**src/rtl/pc_seq_pkg.sv**
```systemverilog
// Shared types for the program-counter sequencer: FSM states, next-PC select
// encoding and the PC width.
package pc_seq_pkg;

  localparam int PC_W = 16;

  typedef enum logic [1:0] {
    IDLE  = 2'd0,
    RUN   = 2'd1,
    HALT  = 2'd2,
    FAULT = 2'd3
  } state_e;

  typedef enum logic [1:0] {
    SEL_INC  = 2'd0,
    SEL_BRA  = 2'd1,
    SEL_CALL = 2'd2,
    SEL_RET  = 2'd3
  } pc_sel_e;

  // Sequential successor, modulo 2^16.
  function automatic logic [PC_W-1:0] pc_inc(input logic [PC_W-1:0] v);
    return v + 16'd1;
  endfunction

endpackage

```
**src/rtl/pc_ret_stack.sv**
```systemverilog
// Hardware return-address LIFO. The top entry is held in a register so a pop
// can drive the PC directly, including right after a push.
module pc_ret_stack
  import pc_seq_pkg::*;
#(
  parameter int DEPTH = 8
) (
  input  logic                    clk,
  input  logic                    rst,
  input  logic                    push,
  input  logic                    pop,
  input  logic [PC_W-1:0]         push_data,
  output logic [PC_W-1:0]         top,
  output logic [$clog2(DEPTH):0]  sp,
  output logic                    full,
  output logic                    empty
);

  localparam int AW = $clog2(DEPTH);
  localparam int SW = AW + 1;

  logic [PC_W-1:0] mem_q [DEPTH];
  logic [SW-1:0]   sp_q, sp_d;
  logic [PC_W-1:0] top_q, top_d;

  // Occupancy runs 0..DEPTH and wraps modulo DEPTH+1 when no guard stops it.
  function automatic logic [SW-1:0] sp_dec(input logic [SW-1:0] s);
    if (s == SW'(0)) begin
      return SW'(DEPTH);
    end else begin
      return s - SW'(1);
    end
  endfunction

  function automatic logic [SW-1:0] sp_inc(input logic [SW-1:0] s);
    if (s == SW'(DEPTH)) begin
      return SW'(0);
    end else begin
      return s + SW'(1);
    end
  endfunction

  // Storage slot for an occupancy value; DEPTH is a power of two.
  function automatic logic [AW-1:0] slot(input logic [SW-1:0] s);
    return s[AW-1:0];
  endfunction

  // Next occupancy and next top-of-stack; pop has priority over push.
  always_comb begin
    sp_d  = sp_q;
    top_d = top_q;
    if (pop) begin
      sp_d  = sp_dec(sp_q);
      top_d = mem_q[slot(sp_dec(sp_dec(sp_q)))];
    end else if (push) begin
      sp_d  = sp_inc(sp_q);
      top_d = push_data;
    end else begin
      sp_d  = sp_q;
      top_d = top_q;
    end
  end

  // Occupancy and top-of-stack registers.
  always_ff @(posedge clk or posedge rst) begin
    if (rst) begin
      sp_q  <= SW'(0);
      top_q <= 16'h0000;
    end else begin
      sp_q  <= sp_d;
      top_q <= top_d;
    end
  end

  // Entry storage; contents are meaningless after reset.
  always_ff @(posedge clk) begin
    if (push && !pop) begin
      mem_q[slot(sp_q)] <= push_data;
    end
  end

  assign top   = top_q;
  assign sp    = sp_q;
  assign full  = (sp_q == SW'(DEPTH));
  assign empty = (sp_q == SW'(0));

endmodule

```
**src/rtl/pc_sequencer.sv**
```systemverilog
// PC sequencer: run/halt/fault FSM, next-PC priority select and PC register.
// Define PC_STACK_GUARD_EN to trap return-stack overflow/underflow into FAULT.
module pc_sequencer
  import pc_seq_pkg::*;
#(
  parameter int              STACK_DEPTH = 8,
  parameter logic [PC_W-1:0] RESET_VEC   = 16'h0000
) (
  input  logic                         clk,
  input  logic                         rst,
  input  logic                         run,
  input  logic                         halt,
  input  logic                         stall,
  input  logic                         bra,
  input  logic [15:0]                  bra_addr,
  input  logic                         call,
  input  logic [15:0]                  call_addr,
  input  logic                         ret,
  output logic [15:0]                  pc,
  output logic                         pc_valid,
  output logic [$clog2(STACK_DEPTH):0] sp,
  output logic                         fault,
  output logic [1:0]                   state
);

  state_e          state_q, state_d;
  logic [PC_W-1:0] pc_q, pc_d;
  pc_sel_e         sel;
  logic            push, pop;
  logic [PC_W-1:0] stk_top;
  logic            stk_full, stk_empty;

`ifdef PC_STACK_GUARD_EN
  logic fault_q, fault_d;
  logic stack_err;
  // ret checks underflow; call only matters when ret is absent.
  assign stack_err = (ret && stk_empty) || (!ret && call && stk_full);
`else
  logic stk_flags_unused;
  assign stk_flags_unused = stk_full | stk_empty;
`endif

  // Next state, next PC and stack controls.
  always_comb begin
    state_d = state_q;
    pc_d    = pc_q;
    push    = 1'b0;
    pop     = 1'b0;
`ifdef PC_STACK_GUARD_EN
    fault_d = fault_q;
`endif
    if (ret) begin
      sel = SEL_RET;
    end else if (call) begin
      sel = SEL_CALL;
    end else if (bra) begin
      sel = SEL_BRA;
    end else begin
      sel = SEL_INC;
    end

    case (state_q)
      IDLE, HALT: begin
        if (run && !stall) begin
          state_d = RUN;
        end else begin
          state_d = state_q;
        end
      end
      RUN: begin
        if (stall) begin
          state_d = state_q;
`ifdef PC_STACK_GUARD_EN
        end else if (stack_err) begin
          state_d = FAULT;
          fault_d = 1'b1;
`endif
        end else begin
          case (sel)
            SEL_RET: begin
              pc_d = stk_top;
              pop  = 1'b1;
            end
            SEL_CALL: begin
              pc_d = call_addr;
              push = 1'b1;
            end
            SEL_BRA: pc_d = bra_addr;
            default: pc_d = pc_inc(pc_q);
          endcase
          if (halt) begin
            state_d = HALT;
          end else begin
            state_d = RUN;
          end
        end
      end
      default: state_d = state_q;
    endcase
  end

  // State and PC registers.
  always_ff @(posedge clk or posedge rst) begin
    if (rst) begin
      state_q <= IDLE;
      pc_q    <= RESET_VEC;
    end else begin
      state_q <= state_d;
      pc_q    <= pc_d;
    end
  end

`ifdef PC_STACK_GUARD_EN
  // Sticky fault flag; only reset clears it.
  always_ff @(posedge clk or posedge rst) begin
    if (rst) begin
      fault_q <= 1'b0;
    end else begin
      fault_q <= fault_d;
    end
  end
  assign fault = fault_q;
`else
  assign fault = 1'b0;
`endif

  pc_ret_stack #(
    .DEPTH(STACK_DEPTH)
  ) u_stack (
    .clk      (clk),
    .rst      (rst),
    .push     (push),
    .pop      (pop),
    .push_data(pc_inc(pc_q)),
    .top      (stk_top),
    .sp       (sp),
    .full     (stk_full),
    .empty    (stk_empty)
  );

  assign pc       = pc_q;
  assign pc_valid = (state_q == RUN) && !stall;
  assign state    = state_q;

endmodule

```
**config.mk**
```make
export PLATFORM = sky130hd
export DESIGN_NAME = pc_sequencer
export DESIGN_NICKNAME = d
export VERILOG_FILES = /design/src/rtl/pc_seq_pkg.sv /design/src/rtl/pc_ret_stack.sv /design/src/rtl/pc_sequencer.sv
export SDC_FILE = /design/constraint.sdc
export NUM_CORES = 1
export LEC_CHECK = 0
export CAP_MARGIN = 20
export CELL_PAD_IN_SITES_DETAIL_PLACEMENT = 1
export CELL_PAD_IN_SITES_GLOBAL_PLACEMENT = 1
export CORE_ASPECT_RATIO = 1.2
export CORE_MARGIN = 2
export CORE_UTILIZATION = 51
export CTS_CLUSTER_SIZE = 10
export DETAILED_ROUTE_END_ITERATION = 7
export PLACE_DENSITY = 0.95
export REMOVE_ABC_BUFFERS = 1
export SYNTH_ARGS = -nofsm -noshare
export SYNTH_HDL_FRONTEND = slang
export SYNTH_SLANG_ARGS = --single-unit
```
**constraint.sdc**
```tcl
create_clock -name clk -period 5.9 [get_ports clk]
set_input_delay 1.18 -clock clk [delete_from_list [all_inputs] [get_ports clk]]
set_output_delay 1.18 -clock clk [all_outputs]
set_load 0.05 [all_outputs]
```
# [Word level (Yosys, flattened, before mapping)]
# Memories as Yosys holds them, arrays and structs flattened.
# Cells that the tools add are included.
[totals] ff_bits=38 mem_bits_rw=128 n_memories=1 in_bits=40
[memory_table] name="u_stack.mem_q" depth=8 word_bits=16 read_ports=1 rd_ports_with_merged_regs=0 write_ports=1 line="pc_ret_stack.sv:22" text="logic [PC_W-1:0] mem_q [DEPTH];"
[classes] addsub=4 bitwise=1 eq_ne=8 mux=25 n_reduce_logical=13
[ops] operator="16-bit case mux with 3 select lines" n=1
[ops] operator="16-bit 2-to-1 mux" n=2
[ops] operator="4-bit 2-to-1 mux" n=5
[ops] operator="16-bit by 1-bit adder with 16-bit output (second input constant)" n=1
[ops] operator="2-bit 2-to-1 mux" n=5
[ops] operator="1-bit 2-to-1 mux" n=9
[ops] operator="4-bit zero test" n=2
[ops] operator="2-bit equality test (second input constant)" n=3
[ops] operator="3-bit 2-to-1 mux" n=2
[ops] operator="4-bit by 1-bit adder with 4-bit output (second input constant)" n=1
[ops] operator="2-bit by 1-bit equality test with 1-bit output (second input constant)" n=2
[ops] operator="4-bit equality test (second input constant)" n=1
[ops] operator="2-bit != test (second input constant)" n=2
[ops] operator="2-bit case mux with 2 select lines" n=1
[ops] operator="2-bit nonzero test" n=2
[ops] operator="4-bit by 1-bit subtractor with 4-bit output (second input constant)" n=1
[ops] operator="1-bit logical AND" n=3
[ops] operator="3-bit AND reduction" n=1
[ops] operator="3-bit by 1-bit subtractor with 3-bit output (second input constant)" n=1
[ops] operator="1-bit zero test" n=2
[ops] operator="2-bit zero test" n=1
[ops] operator="2-bit AND reduction" n=1
[ops] operator="2-bit OR reduction" n=1
[ops] operator="1-bit inverter" n=1

# [Longest topological paths before layout]
# An unclocked memory read counts as a cell.
[depth] word_depth=13 depth_mapped=15 depth_no_buf=11

# [Cells and area by module]
# Synthesis repeated with hierarchy kept, for this count alone.
[unflattened] hier_cells=717 hier_area_um2=8361.8
[modules_own_cells] module="pc_ret_stack" cells_per_inst=520 seq_area_each_um2=4344.2 n_inst=1 area_each_um2=6784.0
[modules_own_cells] module="pc_sequencer" cells_per_inst=197 seq_area_each_um2=450.4 n_inst=1 area_each_um2=1577.8

# [Least setup slack after synthesis]
# Ideal clock, no wire load.
[synth_timing] path_kind="reg-to-reg" startpoint="register u_stack.sp_q[0] (netlist: u_stack.sp[0])" endpoint="register u_stack.top_q[13] (netlist: u_stack.top[13])" stages_incl_launch_ff=15 n_path_buf=3 arrival_ns=3.149 slack_ns=2.625 period_less_slack_ns=3.275 path_cell_list="dfrtp_1 -> buf_4 -> inv_1 -> ha_1 -> nor3b_2 -> nor2_4 -> inv_2 -> buf_2 -> ha_1 -> and3_1 -> o21bai_2 -> buf_4 -> o211ai_1 -> o2bb2ai_1 -> a221o_1"
[synth_via] elab_chain_len=8 elab_cells_between_ends=10 cone_classes="add/sub (2); mux (5); reduce/logical (2); memory (1)"
[synth_rtl] item="from (decl)" line="pc_ret_stack.sv:23" text="logic [SW-1:0] sp_q, sp_d;"
[synth_rtl] item="from (signal assigned)" line="pc_ret_stack.sv:70" text="sp_q <= sp_d;"
[synth_rtl] item="4-bit by 1-bit subtractor with 4-bit output or 4-bit zero test (tied branches)" line="pc_ret_stack.sv:31, pc_ret_stack.sv:28"
[synth_rtl] item="4-bit 2-to-1 mux *" line="pc_ret_stack.sv:28" text="if (s == SW'(0)) begin"
[synth_rtl] item="4-bit 2-to-1 mux *" line="pc_ret_stack.sv:52" text="if (pop) begin"
[synth_rtl] item="3-bit by 1-bit subtractor with 3-bit output or 4-bit zero test (tied branches)" line="pc_ret_stack.sv:31, pc_ret_stack.sv:28"
[synth_rtl] item="3-bit 2-to-1 mux *" line="pc_ret_stack.sv:28"
[synth_rtl] item="3-bit 2-to-1 mux *" line="pc_ret_stack.sv:52"
[synth_rtl] item="memory read 8 x 16 bit *"
[synth_rtl] item="16-bit 2-to-1 mux *" line="pc_ret_stack.sv:52"
[synth_rtl] item="to (signal assigned)" line="pc_ret_stack.sv:71" text="top_q <= top_d;"
[synth_rtl] item="to (decl)" line="pc_ret_stack.sv:24" text="logic [PC_W-1:0] top_q, top_d;"
# Every way passes the cells marked *; elsewhere a longest branch is shown, timed or not. The select of a mux whose other input is x is not followed.
# A chain may end at the register's enable or synchronous reset.

# [Final worst setup path]
[layout_timing] startpoint="register u_stack.sp_q[0] (netlist: u_stack.sp[0])" endpoint="register u_stack.top_q[8] (netlist: u_stack.top[8])"
# The elaborated chain is that of the path after synthesis.

==> run summary <==
The run finished with clean final reports. Ranked by instance count, the synthesized netlist is headed by sky130_fd_sc_hd__edfxtp_1, sky130_fd_sc_hd__nand2_1, sky130_fd_sc_hd__o21ai_0. After detailed placement, the total cell area comes to 8450 um2. The core region is 14900 um2.

From synthesis to final layout, the design area changed by 17.3%. Power spread over the standard cell area amounts to 570 nW/um2. The total power draw came out at 5.15 mW. The tools report the clock root buffer as sky130_fd_sc_hd__clkbuf_16. The HPWL after detailed placement is 16.1 mm. The clock drives 166 sinks. The top flip-flop cell by instance count after synthesis is sky130_fd_sc_hd__edfxtp_1.

Of all flip-flops after synthesis, the portion carrying an async set or reset was 22.9%. For the remaining routing DRC violations, the log shows 0. The tools report the share of total power in the clock network as 21.9%.

STA classifies the critical path startpoint as a flip-flop. Summing every instance area after synthesis gives 7700 um2. In this run the power spent charging and discharging nets is 2.27 mW. The cell depth of the worst flop-to-flop path is 12.

Once detail routing completed, the nets flagged for antenna violations numbered 0. The shortest period the worst path allows was 4.48 ns. The final worst clock skew was 0.0133 ns. Type of element capturing the critical path: a flip-flop. For the number of library cell types mapped by synthesis, the log shows 67.

The per-instance average area after synthesis came out at 12.1 um2. After the last flow step, the layout net total stands at 737. The floorplan step set the die height to 139 um.

After synthesis, the cell types taking the most area are sky130_fd_sc_hd__edfxtp_1, sky130_fd_sc_hd__dfrtp_1, sky130_fd_sc_hd__nand2_1, sky130_fd_sc_hd__o21ai_0, sky130_fd_sc_hd__mux4_2. In the final layout, the share of cells above drive strength 1 is 8.71%. The type of the worst setup path is flip-flop to flip-flop. Post-CTS repair changed the size of 0 cells. Synthesis produced a netlist whose cell count is 635. The number of cells traversed by the worst hold path is 1. The tools report the number of global-route vias before repair as 6636. For the number of buffers added for setup after CTS, the log shows 0. In this run the tightest slew margin relative to its limit is 24.8%. Of the total power, registers draw 34.2%. TritonCTS built the clock tree. The tools report the site row count as 49. The run gives 9040 um2 as the summed area of non-filler cells in the final layout. The sum of negative setup slack came out at 0 ns. The initial antenna violation count was 1.

The overall routed net length is 28.1 mm. The combinational fraction of design power was 43.9%; the actual slew at the worst max-slew pin was 1.13 ns. The tools report the detailed-route via count as 6210.

Clock-pin slew was measured on the worst setup and hold paths at 0.07 ns. Of the available clock period, the critical path in the final layout requires 75.9%. The via density per instance works out to 6.86. The register bit count reported by yosys came out at 166. The run gives 64 as the boundary pin count. The die covers 16100 um2. The run gives 0 as the count of maximum capacitance violations. The pin count of the biggest net entering global routing is 51. The share of total power consumed by net switching is 44.0%. The per-cell routed wire length is 31.1 um, and the total setup violations reported at the end of the flow is 0. The share of the Yosys chip area taken by registers is 62.2%. Measured along the x axis, the die boundary spans 116 um. Count of pins over their slew limit: 0. Type of the tightest min-delay check: flip-flop to flip-flop. Setup repair after global routing left no endpoint under its margin. The leakage power summed over all cells came out at 3.21 nW. The source-to-sink clock delay at the later pin of the worst-skew pair was 0.44 ns; the count of input and output buffers was 62. The internal portion of total power was 2.89 mW; the violation count after the first detailed-route iteration was 764. In this run, synthesis inferred 128 flip-flops with an integrated enable. Among all cell types in the netlist, the one instantiated most often is sky130_fd_sc_hd__edfxtp_1. Routability-driven placement finished with a final weighted congestion of 0.856.

The clock passes through at most 2 buffers. The number of synthesis warnings is 0, and the peak supply drop is 0.326 mV. For the detailed-routing iteration count for the pre-antenna-repair pass, the log shows 5. The post-cts hold buffer count was 0; the number of hold violations in the final report was 0. Data arrives at the worst endpoint at 4.80 ns.

Global routing consumed, over all layers together, 36.3% of the routing resources. The tools report the peak clock frequency supported by timing as 223 MHz. The H-tree generated during clock tree synthesis spans 4 levels. The largest total area in the synthesized netlist belongs to sky130_fd_sc_hd__edfxtp_1. In this run the biggest area consumer among cell types represents 49.9% of the synthesized area. Global route total overflow: 0.

For the worst setup path, the data required time is 6.22 ns. Counting the buffers created by CTS gives 17. The first global-routing pass estimated 41.8 mm of wire. The filler cells instantiated in the layout total 1452. The initial utilization of the core area, before any placement, comes to 51.7%. Of all nets on the critical path, the largest fanout is 28.
==> layer usage <==
metal	global-route usage (%)	part of all wire, %	vias up
li1	-	-	2509
met1	45.3	35	3105
met2	57.6	49	467
met3	7.39	9.5	129
met4	22.6	6.2	0
met5	0	0	-
==> per-stage QoR <==
stage / worst slack (ns) / hold WS, ns / util (%) / cells
final: 1.42 / 0.550 / 60.7 / 905
after global routing: 1.42 / 0.561 / 60.7 / 904
after CTS: 1.52 / 0.553 / 60.6 / 903
after detailed placement: 1.36 / 0.533 / 56.7 / 871
after global placement: 1.54 / 0.501 / 56.7 / 871
after floorplan: 1.37 / 0.456 / - / 596
==> registers in the layout (all words and copies together) (netlist names) <==
signal / flops
u_stack.top: 16
pc: 16
u_stack.mem_q: 128
state: 2
u_stack.sp: 4
==> cell families (layout without fill, tap and decap cells) <==
logic type	Yosys count	after routing	synth area share [%]
XOR/XNOR	15	15	1.71
adder cells (fa/ha/maj)	10	10	1.62
buffers and inverters	53	118	3.25
AND/OR/NAND/NOR	188	188	11.8
AO/OA/AOI/OAI	176	176	14.6
multiplexers	26	26	4.71
other	1	2	0.0487
flip-flops	166	166	62.2
==> critical path, stage by stage, from the launching register on <==
cell and delay (ns):
sky130_fd_sc_hd__dfrtp_1 0.70, sky130_fd_sc_hd__inv_1 0.32, sky130_fd_sc_hd__ha_1 0.35, sky130_fd_sc_hd__nor3b_2 0.23
sky130_fd_sc_hd__nor2_4 0.14, sky130_fd_sc_hd__inv_2 0.26, sky130_fd_sc_hd__ha_1 0.34, sky130_fd_sc_hd__and3_1 0.23
sky130_fd_sc_hd__o21bai_2 0.66, sky130_fd_sc_hd__buf_4 0.34, sky130_fd_sc_hd__nand3_1 0.12, sky130_fd_sc_hd__a31o_1 0.31
sky130_fd_sc_hd__a211oi_1 0.34
==> cell usage in the layout (no fill, tap or decap), types with 3 or more instances in the layout <==
cell type,instances
sky130_fd_sc_hd__mux4_2,8
sky130_fd_sc_hd__xor2_1,3
sky130_fd_sc_hd__clkdlybuf4s50_1,61
sky130_fd_sc_hd__dfrtp_1,38
sky130_fd_sc_hd__nor2_1,35
sky130_fd_sc_hd__o21ai_0,46
sky130_fd_sc_hd__a2bb2oi_1,3
sky130_fd_sc_hd__a211oi_1,11
sky130_fd_sc_hd__clkbuf_16,17
sky130_fd_sc_hd__clkinvlp_4,3
sky130_fd_sc_hd__mux2i_1,16
sky130_fd_sc_hd__nor3_1,9
sky130_fd_sc_hd__nand2b_1,7
sky130_fd_sc_hd__clkbuf_1,3
sky130_fd_sc_hd__o211ai_1,7
sky130_fd_sc_hd__xnor2_1,12
sky130_fd_sc_hd__o21bai_1,3
sky130_fd_sc_hd__nand4_1,6
sky130_fd_sc_hd__edfxtp_1,128
sky130_fd_sc_hd__or3_1,3
sky130_fd_sc_hd__o21ai_1,8
sky130_fd_sc_hd__o32ai_1,3
sky130_fd_sc_hd__ha_1,10
sky130_fd_sc_hd__o22ai_1,17
sky130_fd_sc_hd__o31ai_1,3
sky130_fd_sc_hd__and4_1,3
sky130_fd_sc_hd__a31oi_1,12
sky130_fd_sc_hd__nor4_1,3
sky130_fd_sc_hd__nand2_1,78
sky130_fd_sc_hd__nand3_1,12
sky130_fd_sc_hd__a22oi_1,4
sky130_fd_sc_hd__a21oi_1,33
sky130_fd_sc_hd__o22a_1,4
sky130_fd_sc_hd__inv_1,12
sky130_fd_sc_hd__buf_4,9
sky130_fd_sc_hd__o221ai_1,4
sky130_fd_sc_hd__and3_1,15
==> power groups by stage <==
stage / sequential (mW) / combinational, mW / clock, mW
floorplan: 1.94 / 1.12 / 0
finish: 1.76 / 2.26 / 1.13
global placement: 1.75 / 1.94 / 0
CTS: 1.76 / 2.20 / 1.12
detailed placement: 1.77 / 2.08 / 0
global route: 1.78 / 2.34 / 1.16
==> area by class of cell <==
| class | count | area [um2] | area share [%] |
|---|---|---|---|
| Inverter | 14 | 52.6 | 0.581 |
| Sequential cell | 166 | 4790 | 53.0 |
| Clock inverter | 11 | 125 | 1.38 |
| Tap cell | 204 | 255 | 2.82 |
| Antenna cell | 1 | 2.50 | 0.0277 |
| Multi-Input combinational cell | 416 | 2670 | 29.5 |
| Timing Repair Buffer | 72 | 694 | 7.68 |
| Clock buffer | 21 | 450 | 4.98 |
==> worst paths after layout <==
check / start / endpoint / slack (ns)
min in group asynchronous: rst / pc[1]$_DFFE_PP0P_ / 1.22
hold / removal: u_stack.top[13]$_DFFE_PP0P_ / u_stack.top[13]$_DFFE_PP0P_ / 0.55
setup reg to reg: u_stack.sp[0]$_DFFE_PP0P_ / u_stack.top[8]$_DFFE_PP0P_ / 1.42
setup / recovery: u_stack.sp[0]$_DFFE_PP0P_ / u_stack.top[8]$_DFFE_PP0P_ / 1.42
max in group asynchronous: rst / u_stack.top[2]$_DFFE_PP0P_ / 4.23
hold reg to reg: u_stack.top[13]$_DFFE_PP0P_ / u_stack.top[13]$_DFFE_PP0P_ / 0.55
Power figures use the tool's default switching activity.
